===== src/rtl/alu_pkg.sv =====
// Shared opcode constants, sequencer state type and opcode legality helper
// for the ALU command sequencer.
package alu_pkg;

  localparam logic [2:0] OP_ADD = 3'b000;
  localparam logic [2:0] OP_SUB = 3'b001;
  localparam logic [2:0] OP_AND = 3'b010;
  localparam logic [2:0] OP_OR  = 3'b011;
  localparam logic [2:0] OP_NOT = 3'b100;

  typedef enum logic [1:0] {
    IDLE = 2'd0,
    EXEC = 2'd1,
    RESP = 2'd2
  } seq_state_t;

  function automatic logic op_legal(input logic [2:0] op);
    return (op <= OP_NOT);
  endfunction

endpackage


===== src/rtl/alu_regfile.sv =====
// Small register file: two asynchronous read ports, one synchronous write
// port, all entries cleared by asynchronous active-low reset.
module alu_regfile
  import alu_pkg::*;
#(
  parameter int unsigned WIDTH = 4,
  parameter int unsigned NREGS = 4,
  localparam int unsigned RIDX = $clog2(NREGS)
) (
  input  logic             clk,
  input  logic             rst_n,
  input  logic             we,
  input  logic [RIDX-1:0]  waddr,
  input  logic [WIDTH-1:0] wdata,
  input  logic [RIDX-1:0]  raddr_a,
  output logic [WIDTH-1:0] rdata_a,
  input  logic [RIDX-1:0]  raddr_b,
  output logic [WIDTH-1:0] rdata_b
);

  logic [WIDTH-1:0] mem [NREGS];

  always_ff @(posedge clk or negedge rst_n) begin
    if (!rst_n) begin
      for (int unsigned i = 0; i < NREGS; i++) begin
        mem[i] <= '0;
      end
    end else if (we) begin
      mem[waddr] <= wdata;
    end
  end

  assign rdata_a = mem[raddr_a];
  assign rdata_b = mem[raddr_b];

endmodule


===== src/rtl/alu_sequencer.sv =====
// Command-driven initiator for an external combinational ALU: latches a
// command, runs it through the ALU or loads an immediate, writes back, responds.
module alu_sequencer
  import alu_pkg::*;
#(
  parameter int unsigned WIDTH = 4,
  parameter int unsigned NREGS = 4,
  localparam int unsigned RIDX = $clog2(NREGS)
) (
  input  logic             clk,
  input  logic             rst_n,
  input  logic             cmd_valid,
  output logic             cmd_ready,
  input  logic             cmd_load,
  input  logic [2:0]       cmd_op,
  input  logic [RIDX-1:0]  cmd_rd,
  input  logic [RIDX-1:0]  cmd_ra,
  input  logic [RIDX-1:0]  cmd_rb,
  input  logic [WIDTH-1:0] cmd_imm,
  output logic [WIDTH-1:0] alu_a,
  output logic [WIDTH-1:0] alu_b,
  output logic [2:0]       alu_sel,
  input  logic [WIDTH-1:0] alu_y,
  input  logic             alu_zero,
  output logic             rsp_valid,
  input  logic             rsp_ready,
  output logic [WIDTH-1:0] rsp_data,
  output logic             rsp_zero,
  output logic             rsp_err,
  output logic [7:0]       op_count
);

  seq_state_t       state_q;
  logic             load_q;
  logic [2:0]       op_q;
  logic [RIDX-1:0]  rd_q;
  logic [RIDX-1:0]  ra_q;
  logic [RIDX-1:0]  rb_q;
  logic [WIDTH-1:0] imm_q;

  logic [WIDTH-1:0] rdata_a;
  logic [WIDTH-1:0] rdata_b;
  logic             legal;
  logic             exec_alu;
  logic             rf_we;
  logic [WIDTH-1:0] rf_wdata;

  alu_regfile #(
    .WIDTH (WIDTH),
    .NREGS (NREGS)
  ) u_regfile (
    .clk     (clk),
    .rst_n   (rst_n),
    .we      (rf_we),
    .waddr   (rd_q),
    .wdata   (rf_wdata),
    .raddr_a (ra_q),
    .rdata_a (rdata_a),
    .raddr_b (rb_q),
    .rdata_b (rdata_b)
  );

  always_comb begin
    legal     = op_legal(op_q);
    exec_alu  = (state_q == EXEC) && !load_q;
    alu_a     = exec_alu ? rdata_a : '0;
    alu_b     = exec_alu ? rdata_b : '0;
    alu_sel   = exec_alu ? op_q    : '0;
    rf_we     = (state_q == EXEC) && (load_q || legal);
    rf_wdata  = load_q ? imm_q : alu_y;
    cmd_ready = (state_q == IDLE);
    rsp_valid = (state_q == RESP);
  end

  always_ff @(posedge clk or negedge rst_n) begin
    if (!rst_n) begin
      state_q  <= IDLE;
      load_q   <= 1'b0;
      op_q     <= '0;
      rd_q     <= '0;
      ra_q     <= '0;
      rb_q     <= '0;
      imm_q    <= '0;
      rsp_data <= '0;
      rsp_zero <= 1'b0;
      rsp_err  <= 1'b0;
      op_count <= '0;
    end else begin
      case (state_q)
        IDLE: begin
          if (cmd_valid) begin
            load_q  <= cmd_load;
            op_q    <= cmd_op;
            rd_q    <= cmd_rd;
            ra_q    <= cmd_ra;
            rb_q    <= cmd_rb;
            imm_q   <= cmd_imm;
            state_q <= EXEC;
          end
        end
        EXEC: begin
          if (load_q) begin
            rsp_data <= imm_q;
            rsp_zero <= (imm_q == '0);
            rsp_err  <= 1'b0;
          end else if (legal) begin
            rsp_data <= alu_y;
            rsp_zero <= alu_zero;
            rsp_err  <= 1'b0;
          end else begin
            rsp_data <= '0;
            rsp_zero <= 1'b1;
            rsp_err  <= 1'b1;
          end
          state_q <= RESP;
        end
        RESP: begin
          if (rsp_ready) begin
            state_q <= IDLE;
            if (!rsp_err && (op_count != '1)) begin
              op_count <= op_count + 8'd1;
            end
          end
        end
        default: state_q <= IDLE;
      endcase
    end
  end

endmodule


===== config.mk =====
export PLATFORM = sky130hd
export DESIGN_NAME = alu_sequencer
export DESIGN_NICKNAME = d
export VERILOG_FILES = /design/src/rtl/alu_pkg.sv /design/src/rtl/alu_regfile.sv /design/src/rtl/alu_sequencer.sv
export SDC_FILE = /design/constraint.sdc
export NUM_CORES = 1
export LEC_CHECK = 0
export BUFFER_PORTS_ARGS = -buffer_cell sky130_fd_sc_hd__buf_2
export CAP_MARGIN = 10
export CORE_UTILIZATION = 30
export CTS_CLUSTER_DIAMETER = 150
export DETAILED_ROUTE_END_ITERATION = 12
export SYNTH_ARGS = -nofsm -noshare
export SYNTH_HDL_FRONTEND = slang
export SYNTH_SLANG_ARGS = --single-unit

===== constraint.sdc =====
create_clock -name clk -period 2.8 [get_ports clk]
set_input_delay 0 -clock clk [delete_from_list [all_inputs] [get_ports clk]]
set_output_delay 0 -clock clk [all_outputs]
set_load 0.02 [all_outputs]

# Word level (Yosys, flattened, before mapping)
# Cells that the tools add are included.
# word_totals
register_bits,46
latchBits,0
ramBits,0
rom_bits,0
input_bits,23
output_inout_bits,27
word_cells,63
memories,0
# classes
addsub,1
n_mul,0
n_div,0
magnitude_cmp,5
eq_ne,5
shift,0
muxes,22
n_bitwise,3
n_reduce_logical,12
# ops
op,n
two-way mux 4 bit,10
binary-select mux 4 bit (select 2 bit),2
bitwise mux 16 bit,1
greater-or-equal comparator 3 bit (second input constant),3
NOT 2 -> 3 bit,3
adder 8 x 1 -> 8 bit (second input constant),1
demux 4 bit (select 2 bit),1
!= test 8 bit (second input constant),1
one-hot mux 2 bit (3 select lines),1
logical AND 1 bit,4
zero test 4 bit,1
two-way mux 1 bit,4
two-way mux 2 bit,2
AND reduction 2 bit,2
less-or-equal comparator 3 bit (second input constant),1
< comparator 3 x 1 -> 1 bit (second input constant),1
two-way mux 3 bit,1
AND reduction 3 bit,1
== test 2 x 1 -> 1 bit (second input constant),1
== test 2 bit (second input constant),1
zero test 1 bit,2
zero test 2 bit,1
!= test 2 x 1 -> 1 bit (second input constant),1
!= test 2 bit (second input constant),1
logical OR 1 bit,1

# Longest topological paths before layout
# Gate-level depths: netlist (run 1).
# logic_depth
depth_word,6
ltp_mapped,5
ltp_nobuf,4

# Cells and area by module
# Synthesis (run 1) repeated with hierarchy kept, for this count alone.
# hier_totals
hier_cells,175
hier_area_um2,2344.7
# by_module_without_submodules
module,n_inst,cells_each,area_per_inst_um2,seq_area_each_um2
alu_sequencer,1,131,1537.7,750.7
alu_regfile,1,44,807.0,400.4

# Worst setup path before layout (run 1)
# Ideal clock, no wire load.
# synth_path
path_type,register to register
startpoint,register state_q[0]
endpoint,register imm_q[3]
setup_ns,0.125
arrival_ns,1.477
t_required_ns,2.675
path_slack_ns,1.198
stages_incl_launch_ff,6
path_buffers,2
period_less_slack_ns,1.602
cell_sequence,dfrtp_1 nor2_1 and2_4 buf_6 buf_6 mux2_2
# synth_between
elab_chain_len,2
# synth_rtl
item,line,source
start: declaration,alu_sequencer.sv:33,seq_state_t state_q;
start signal: assignment,alu_sequencer.sv:77,state_q <= IDLE;
start signal: assignment,alu_sequencer.sv:98,state_q <= EXEC;
start signal: assignment,alu_sequencer.sv:115,state_q <= RESP;
zero test 2 bit,--,
via cmd_ready,alu_sequencer.sv:13,"output logic cmd_ready,"
AND reduction 2 bit (no source line),--,
end signal: assignment,alu_sequencer.sv:97,imm_q <= cmd_imm;
end: declaration,alu_sequencer.sv:39,logic [WIDTH-1:0] imm_q;
# The timed path passes the listed nets, and every way through them passes these cells.
# A chain may end at the register's enable or synchronous reset.

# Worst setup path in the final report (run 1)
# layout_path
startpoint,register state_q[1]
endpoint,output port alu_a[2]
# layout_between
elab_chain_len,3
# layout_rtl
item,line,source
== test 2 x 1 -> 1 bit,alu_sequencer.sv:65,exec_alu = (state_q == EXEC) && !load_q;
logical AND 1 bit,alu_sequencer.sv:65,
two-way mux 4 bit,alu_sequencer.sv:66,alu_a = exec_alu ? rdata_a : '0;
end: declaration,alu_sequencer.sv:20,"output logic [WIDTH-1:0] alu_a,"
# No other way between the ends.

==> results by group, run 1 <==
Status
  – Status: completed

Logic synthesis
  – Number of synthesized flops with an enable pin: 0
  – Sequential-to-total area share from yosys stat: 0.495
  – Yosys warns: 0
  – Top post-synthesis cells by area: dfrtp_1 49%, mux2_2 15%, mux4_2 7.7%
  – Mapped Area: about 0.0023 mm^2
  – Synth top area share: 0.495
  – Netlist cell types: 38
  – Post-Syn Instances: 177
  – Post-synth top area cell: dfrtp_1
  – Avg Cell Area, Syn: 13.1 um^2
  – Async SR Flop Fraction: 1.00
  – Count of state elements after synthesis: 46
  – Top_reg_cell synth: dfrtp_1
  – Syn_nets: between 200 and 250

Floorplanning
  – Core Region: 0.00737 mm^2
  – Die Height: 90.1 um
  – Die X: ~90 um
  – I/O pins: 50
  – Initial core utilization: 0.316
  – Die area: roughly 0.0081 mm^2
  – FP Rows: 31

Power and ir drop
  – Sw Ratio: 0.387
  – Worst VDD drop: ~0.4 mV
  – Power Density: 1020 mW/mm^2
  – Clk pwr share: 0.130
  – Int Power: approximately 1.8 mW
  – Share of total power in sequential cells: 0.437
  – Logic pwr share: 0.433
  – P_sw: roughly 1.2 mW
  – Leak pwr: 1.28 nW

Global route
  – Total gr overflow: 0
  – Global-route wire length before repair: roughly 8000 um
  – Number of global-route vias before repair: around 1600
  – Initial antenna violation count: 0
  – Largest net degree at the start of global routing: 47
  – Overall Global Routing Usage: 0.128

Finish
  – Nets: 270
  – Post-Route Utilization: 0.398
  – Fillcell total: around 750
  – Share of cells above drive strength 1: 0.419
  – Syn-to-layout area delta: 26.0%
  – Multi-input gate area: ~0.0011 mm^2
  – Sequential Area: about 0.0012 mm^2
  – Antenna cells: 0

Clock network
  – H-tree Lvls: 2
  – CTS root buffer: clkbuf_8
  – Clock transition at the registers of the reported paths: 80 ps
  – Clock Tree Buf Depth: 2
  – Post-CTS sizing: 0
  – Worst skew pair latency: about 300 ps
  – CTS sink count: 46
  – CTS Buf Count: 5
  – CTS tree: yes

Placement
  – RePlAce Congestion: 0.729
  – PortBufs: 49
  – Post-DP HPWL: between 3000 and 4000 um
  – Dpl ws: ~930 ps

STA
  – Setup TNS after final layout: 0 ps
  – Setup violators final: 0
  – Max Freq: approximately 0.47 GHz
  – Normalized max-slew margin: 0.310
  – Fin crit share: 0.764
  – Max-slew violation count: 0
  – Worst Skew: roughly 7.4 ps
  – RSZ-0062 raised after global routing: false
  – Worst-Margin Slew: around 1000 ps
  – Worst setup margin: 660 ps
  – Final Hold Violating Endpoints: 0
  – Final Critical Period: between 2000 and 2500 ps

Min path
  – HP Start: cmd_valid
  – Min-Delay Endpoint: state_q[0]
  – Hold Crit Depth: 2
  – Hold crit path type: input pin to flop

Critical path
  – Worst reg2reg path depth: 3
  – Worst R2R Setup Slack: a little under 1000 ps
  – Worst r2r dst: u_regfile.mem[3]
  – Critical Path End Type: primary output
  – Crit start category: flop
  – Crit path DAT: about 2100 ps
  – Critical R2R Launch: state_q[1]
  – Crit-path max FO: 11
  – Worst path required time: 2800 ps
  – Critical path type: flop to primary output

Routing
  – Via Count: roughly 1600
  – Final wirelength: about 5000 um
  – DRT iter0 DRCs: 50
  – Drt drc: 0
  – DR WL/cell: ~14 um
  – DR pass1 iterations: 6
  – Antenna Nets Post-Route: 0
  – Vias per cell: approximately 4.7

Flow run
  – Max_cap viols: 0
## cell type report
class                      instances  area share
clock buffer                       6      0.0248
clock inverter                     1     0.00256
inverter                          11      0.0141
multi-input combinational        112       0.369
sequential                        46       0.393
tap                               99      0.0423
timing repair buffer              70       0.155
## synthesized netlist by cell type (4+ instances only)
| master | n |
|---|---|
| a31oi_1 | 4 |
| dfrtp_1 | 46 |
| inv_1 | 11 |
| mux2_2 | 32 |
| mux4_2 | 8 |
| nand2_1 | 6 |
| nand3b_1 | 4 |
| nor2_1 | 9 |
| nor2b_1 | 10 |
| o21ai_0 | 5 |
## power by group through the flow
stage                     clock (mW)  combinational (mW)  sequential (mW)
after floorplan                    0               0.986             1.28
after global placement             0                1.28             1.31
after detailed placement           0                1.29             1.33
after CTS                      0.403                1.31             1.31
after global routing           0.432                1.40             1.36
final                          0.388                1.29             1.30
## cell families (layout without fill, tap and decap cells)
family                     count (synthesis)  count (layout)  synth area share
and+or+nand+nor                           42              42             0.105
adders and majority gates                  1               1           0.00538
xor gates and xnor gates                   4               4            0.0151
DFF                                       46              46             0.495
buffers and inverters                     19              88            0.0403
AOI/OAI and AO/OA                         23              23            0.0984
muxes                                     42              42             0.241
## repair_timing
item	CTS	global route
buffers inserted	0	0
hold buffers	20	0
hold endpoints to repair	65	0
## metal layers
layer | track usage | share of wire
met1 | 0.172 | 0.47
met2 | 0.198 | 0.47
met3 | 0.0347 | 0.044
met4 | 0.0497 | 0.017
met5 | 0 | 0
## placed cells by master, fill, tap and decap left out, drive strengths merged
cell,synthesis,routed
mux2i,1,1
inv,11,11
ha,1,1
nand3b,4,4
and4,1,1
a2111oi,1,1
o2111ai,3,3
nand2b,2,2
nand4bb,1,1
nor3,1,1
nand2,6,6
clkbuf,2,6
a211o,1,1
xnor2,1,1
nor4b,1,1
dfrtp,46,46
buf,6,50
mux4,8,8
nand3,3,3
nor2b,10,10
and2,1,1
o21a,2,2
and3,1,1
nor2,9,9
clkinvlp,0,1
a211oi,2,2
o21ai,6,6
xor2,3,3
or3,1,1
o22a,1,1
dlygate4sd3,0,20
a31oi,4,4
o2111a,1,1
nor4,1,1
a21o,2,2
mux2,33,33
## worst max-delay path by stage
| stage | from | cells after the start | to | slack, ps |
|---|---|---|---|---|
| floorplan | state_q[0] | 5 | imm_q[3] | 1200 |
| global placement | state_q[1] | 4 | alu_b[1] | 970 |
| detailed placement | state_q[1] | 4 | alu_a[2] | 930 |
| CTS | state_q[1] | 4 | alu_a[2] | 600 |
| global route | state_q[0] | 4 | alu_sel[2] | 430 |
| finish | state_q[1] | 4 | alu_a[2] | 660 |
## through the flow
stage	power [mW]	hold WS, ps	instance area [um^2]	std cells
final	2.99	46.9	2930	345
after global routing	3.20	46.9	2930	345
after CTS	3.03	43.1	2930	345
after detailed placement	2.62	239	2650	318
after global placement	2.59	231	2650	318
after floorplan	2.27	-296	2330	177
## flip-flops by register name, summed over array words and instances, names as in the netlist
| name | count |
|---|---|
| imm_q | 4 |
| load_q | 1 |
| op_count | 8 |
| op_q | 3 |
| ra_q | 2 |
| rb_q | 2 |
| rd_q | 2 |
| rsp_data | 4 |
| rsp_err | 1 |
| rsp_zero | 1 |
| state_q | 2 |
| u_regfile.mem | 16 |
## critical path, cell delays in order (launching register included)
cell	delay, ps
dfrtp_1	410
nor2b_1	550
nand2b_1	470
nor2b_1	220
buf_2	180
No activity file was read; power rests on OpenSTA's default activity.
==> run 2: changes to the inputs <==
Clock period 2.8 ns to 1.98 ns, I/O delays scaled along.
==> run 2 against run 1 <==
Net effect: clock skew increased by 3.0 ps; combinational power increased by 42%; die area unchanged; register-to-register slack got worse by 570 ps; cell count increased by 0.87%; wire length increased by 4.4%; hold slack got worse by 5.5 ps; sequential power increased by 42%; final area increased by 1.7%; clock power increased by 87%.
==> results by group, run 2 (synthesis results as in run 1) <==
Routing
  – Antenna Nets Post-Route: 0 (unchanged)
  – Via Count: 1634 (+0.68%)
  – DRT iter0 DRCs: 86 (+72%)
  – Vias per cell: 4.70 (-0.19%)
  – DR pass1 iterations: 4 (-2)
  – DR WL/cell: 14.6 um (+3.5%)
  – Drt drc: 0 (unchanged)
  – Final wirelength: 5080 um (+4.4%)

Flow run
  – Max_cap viols: 0 (unchanged)

Clock network
  – CTS root buffer: clkbuf_8
  – Clock Tree Buf Depth: 2 (unchanged)
  – Worst skew pair latency: 310 ps (about the same)
  – CTS tree: yes
  – CTS Buf Count: 5 (unchanged)
  – CTS sink count: 46 (unchanged)
  – H-tree Lvls: 2 (unchanged)
  – Clock transition at the registers of the reported paths: 100 ps (+20 ps)

Critical path
  – Crit path DAT: 1680 ps (-460 ps)
  – Crit-path max FO: 5 (-6)
  – Worst reg2reg path depth: 3 (unchanged)
  – Critical R2R Launch: rsp_err
  – Crit start category: flop
  – Worst R2R Setup Slack: 400 ps (-570 ps)
  – Worst path required time: 1980 ps (-820 ps)
  – Critical path type: flop to primary output
  – Worst r2r dst: op_count[6]
  – Critical Path End Type: primary output

Global route
  – Initial antenna violation count: 0 (unchanged)
  – Number of global-route vias before repair: 1660 (+4.7%)
  – Largest net degree at the start of global routing: 29 (-38%)
  – Total gr overflow: 0 (unchanged)
  – Overall Global Routing Usage: 0.136 (+0.00785)
  – Global-route wire length before repair: 8680 um (+8.8%)

Finish
  – Antenna cells: 0 (unchanged)
  – Largest regs: u_regfile.mem: 16 flops, op_count: 8 flops
  – Biggest register: u_regfile.mem
  – Syn-to-layout area delta: 28.2%
  – Most frequent cells in the layout: 49 x buf_2, 45 x dfrtp_1, 32 x mux2_2, 20 x dlygate4sd3_1, 11 x inv_1
  – Share of cells above drive strength 1: 0.438 (+0.0191)
  – Max reg flops: 16 (unchanged)
  – Nets: 272 (+0.74%)
  – Commonest non-fill, non-tap cell in the layout: buf_2

Floorplanning
  – Die Height: 90.1 um (unchanged)
  – Die X: 90.1 um (unchanged)
  – Initial core utilization: 0.316 (unchanged)
  – FP Rows: 31 (unchanged)
  – Die area: 0.00811 mm^2 (unchanged)
  – I/O pins: 50 (unchanged)
  – Core Region: 0.00737 mm^2 (unchanged)

STA
  – Final Hold Violating Endpoints: 0 (unchanged)
  – Hold Slack: 41.4 ps (-5.53 ps)
  – Setup violators final: 0 (unchanged)
  – Final Critical Period: about 1700 ps
  – Fin crit share: 0.849
  – Worst-Margin Slew: 641 ps (-395 ps)
  – Max Freq: between 0.5 and 0.6 GHz
  – RSZ-0062 raised after global routing: false
  – Setup TNS after final layout: 0 ps (unchanged)
  – Worst Skew: 10.4 ps (+3.03 ps)
  – Max-slew violation count: 0 (unchanged)
  – Normalized max-slew margin: 0.573 (+0.263)

Power and ir drop
  – Clk pwr share: 0.164 (+0.034)
  – Leak pwr: 1.31 nW (+2.4%)
  – Int Power: 2.73 mW (+49%)
  – Worst VDD drop: 0.705 mV (+76%)
  – P_sw: 1.68 mW (+45%)
  – Logic pwr share: 0.416 (-0.017)
  – Sw Ratio: 0.381 (-0.00642)
  – Share of total power in sequential cells: 0.420 (-0.017)
  – Power Density: 1480 mW/mm^2 (+45%)

Min path
  – Hold Crit Depth: 2 (unchanged)
  – Hold crit path type: input pin to flop
  – HP Start: cmd_valid
  – Min-Delay Endpoint: state_q[0]

Placement
  – PortBufs: 49 (unchanged)
  – Post-DP HPWL: 3660 um (+3.2%)
  – RePlAce Congestion: 0.727 (-0.23%)

Status
  – Status: completed
[run 2: power by group through the flow]
stage / combinational [mW] / sequential, mW / clock (mW)
2_1_floorplan: 1.39 / 1.81 / 0
3_3_place_gp: 1.78 / 1.85 / 0
3_5_place_dp: 1.82 / 1.87 / 0
4_1_cts: 1.85 / 1.85 / 0.741
5_1_grt: 1.99 / 1.94 / 0.787
6_report: 1.83 / 1.85 / 0.724
[run 2: per-layer routing]
layer | vias up | global-route usage | routed length [um]
met5 | - | 0 | 0
met1 | 798 | 0.181 | 2400
met2 | 45 | 0.214 | 2420
met3 | 10 | 0.0381 | 176
li1 | 781 | - | -
met4 | 0 | 0.0457 | 93
[run 2: what timing repair did]
item / in CTS / in global routing
resized for setup: 0 / 2
setup buffers: 0 / 0
hold endpoints to repair: 45 / 0
hold buffers: 20 / 0
endpoints found under the setup margin: 0 / 4
[run 2: critical path, cell delays in order, from the launching register on]
cell and delay, ps:
dfrtp_1 530, mux4_2 540, nor2b_1 140, buf_2 160
[run 2: worst max-delay path by stage]
stage	from	end	slack (ps)
global route	state_q[1]	alu_a[1]	160
floorplan	state_q[0]	imm_q[3]	380
finish	rb_q[0]	alu_b[1]	300
global placement	state_q[0]	op_count[6]	440
CTS	load_q	alu_a[1]	90
detailed placement	load_q	u_regfile.mem[1]	410
[run 2: area by class of cell]
type | count | area, um^2
Clock buffer | 5 | 68.8
Clock inverter | 3 | 43.8
Fill cell | 740 | 4390
Inverter | 11 | 41.3
Multi-Input combinational cell | 112 | 1080
Sequential cell | 46 | 1150
Tap cell | 99 | 124
Timing Repair Buffer | 72 | 468
[run 2: per-stage QoR]
| stage | instances | setup slack (ps) | util | power, mW | area (um^2) |
|---|---|---|---|---|---|
| global route | 348 | 162 | 0.405 | 4.72 | 2980 |
| global placement | 320 | 437 | 0.362 | 3.63 | 2670 |
| finish | 348 | 299 | 0.405 | 4.41 | 2980 |
| floorplan | 177 | 378 | - | 3.20 | 2330 |
| CTS | 348 | 92.3 | 0.404 | 4.45 | 2980 |
| detailed placement | 320 | 406 | 0.362 | 3.69 | 2670 |
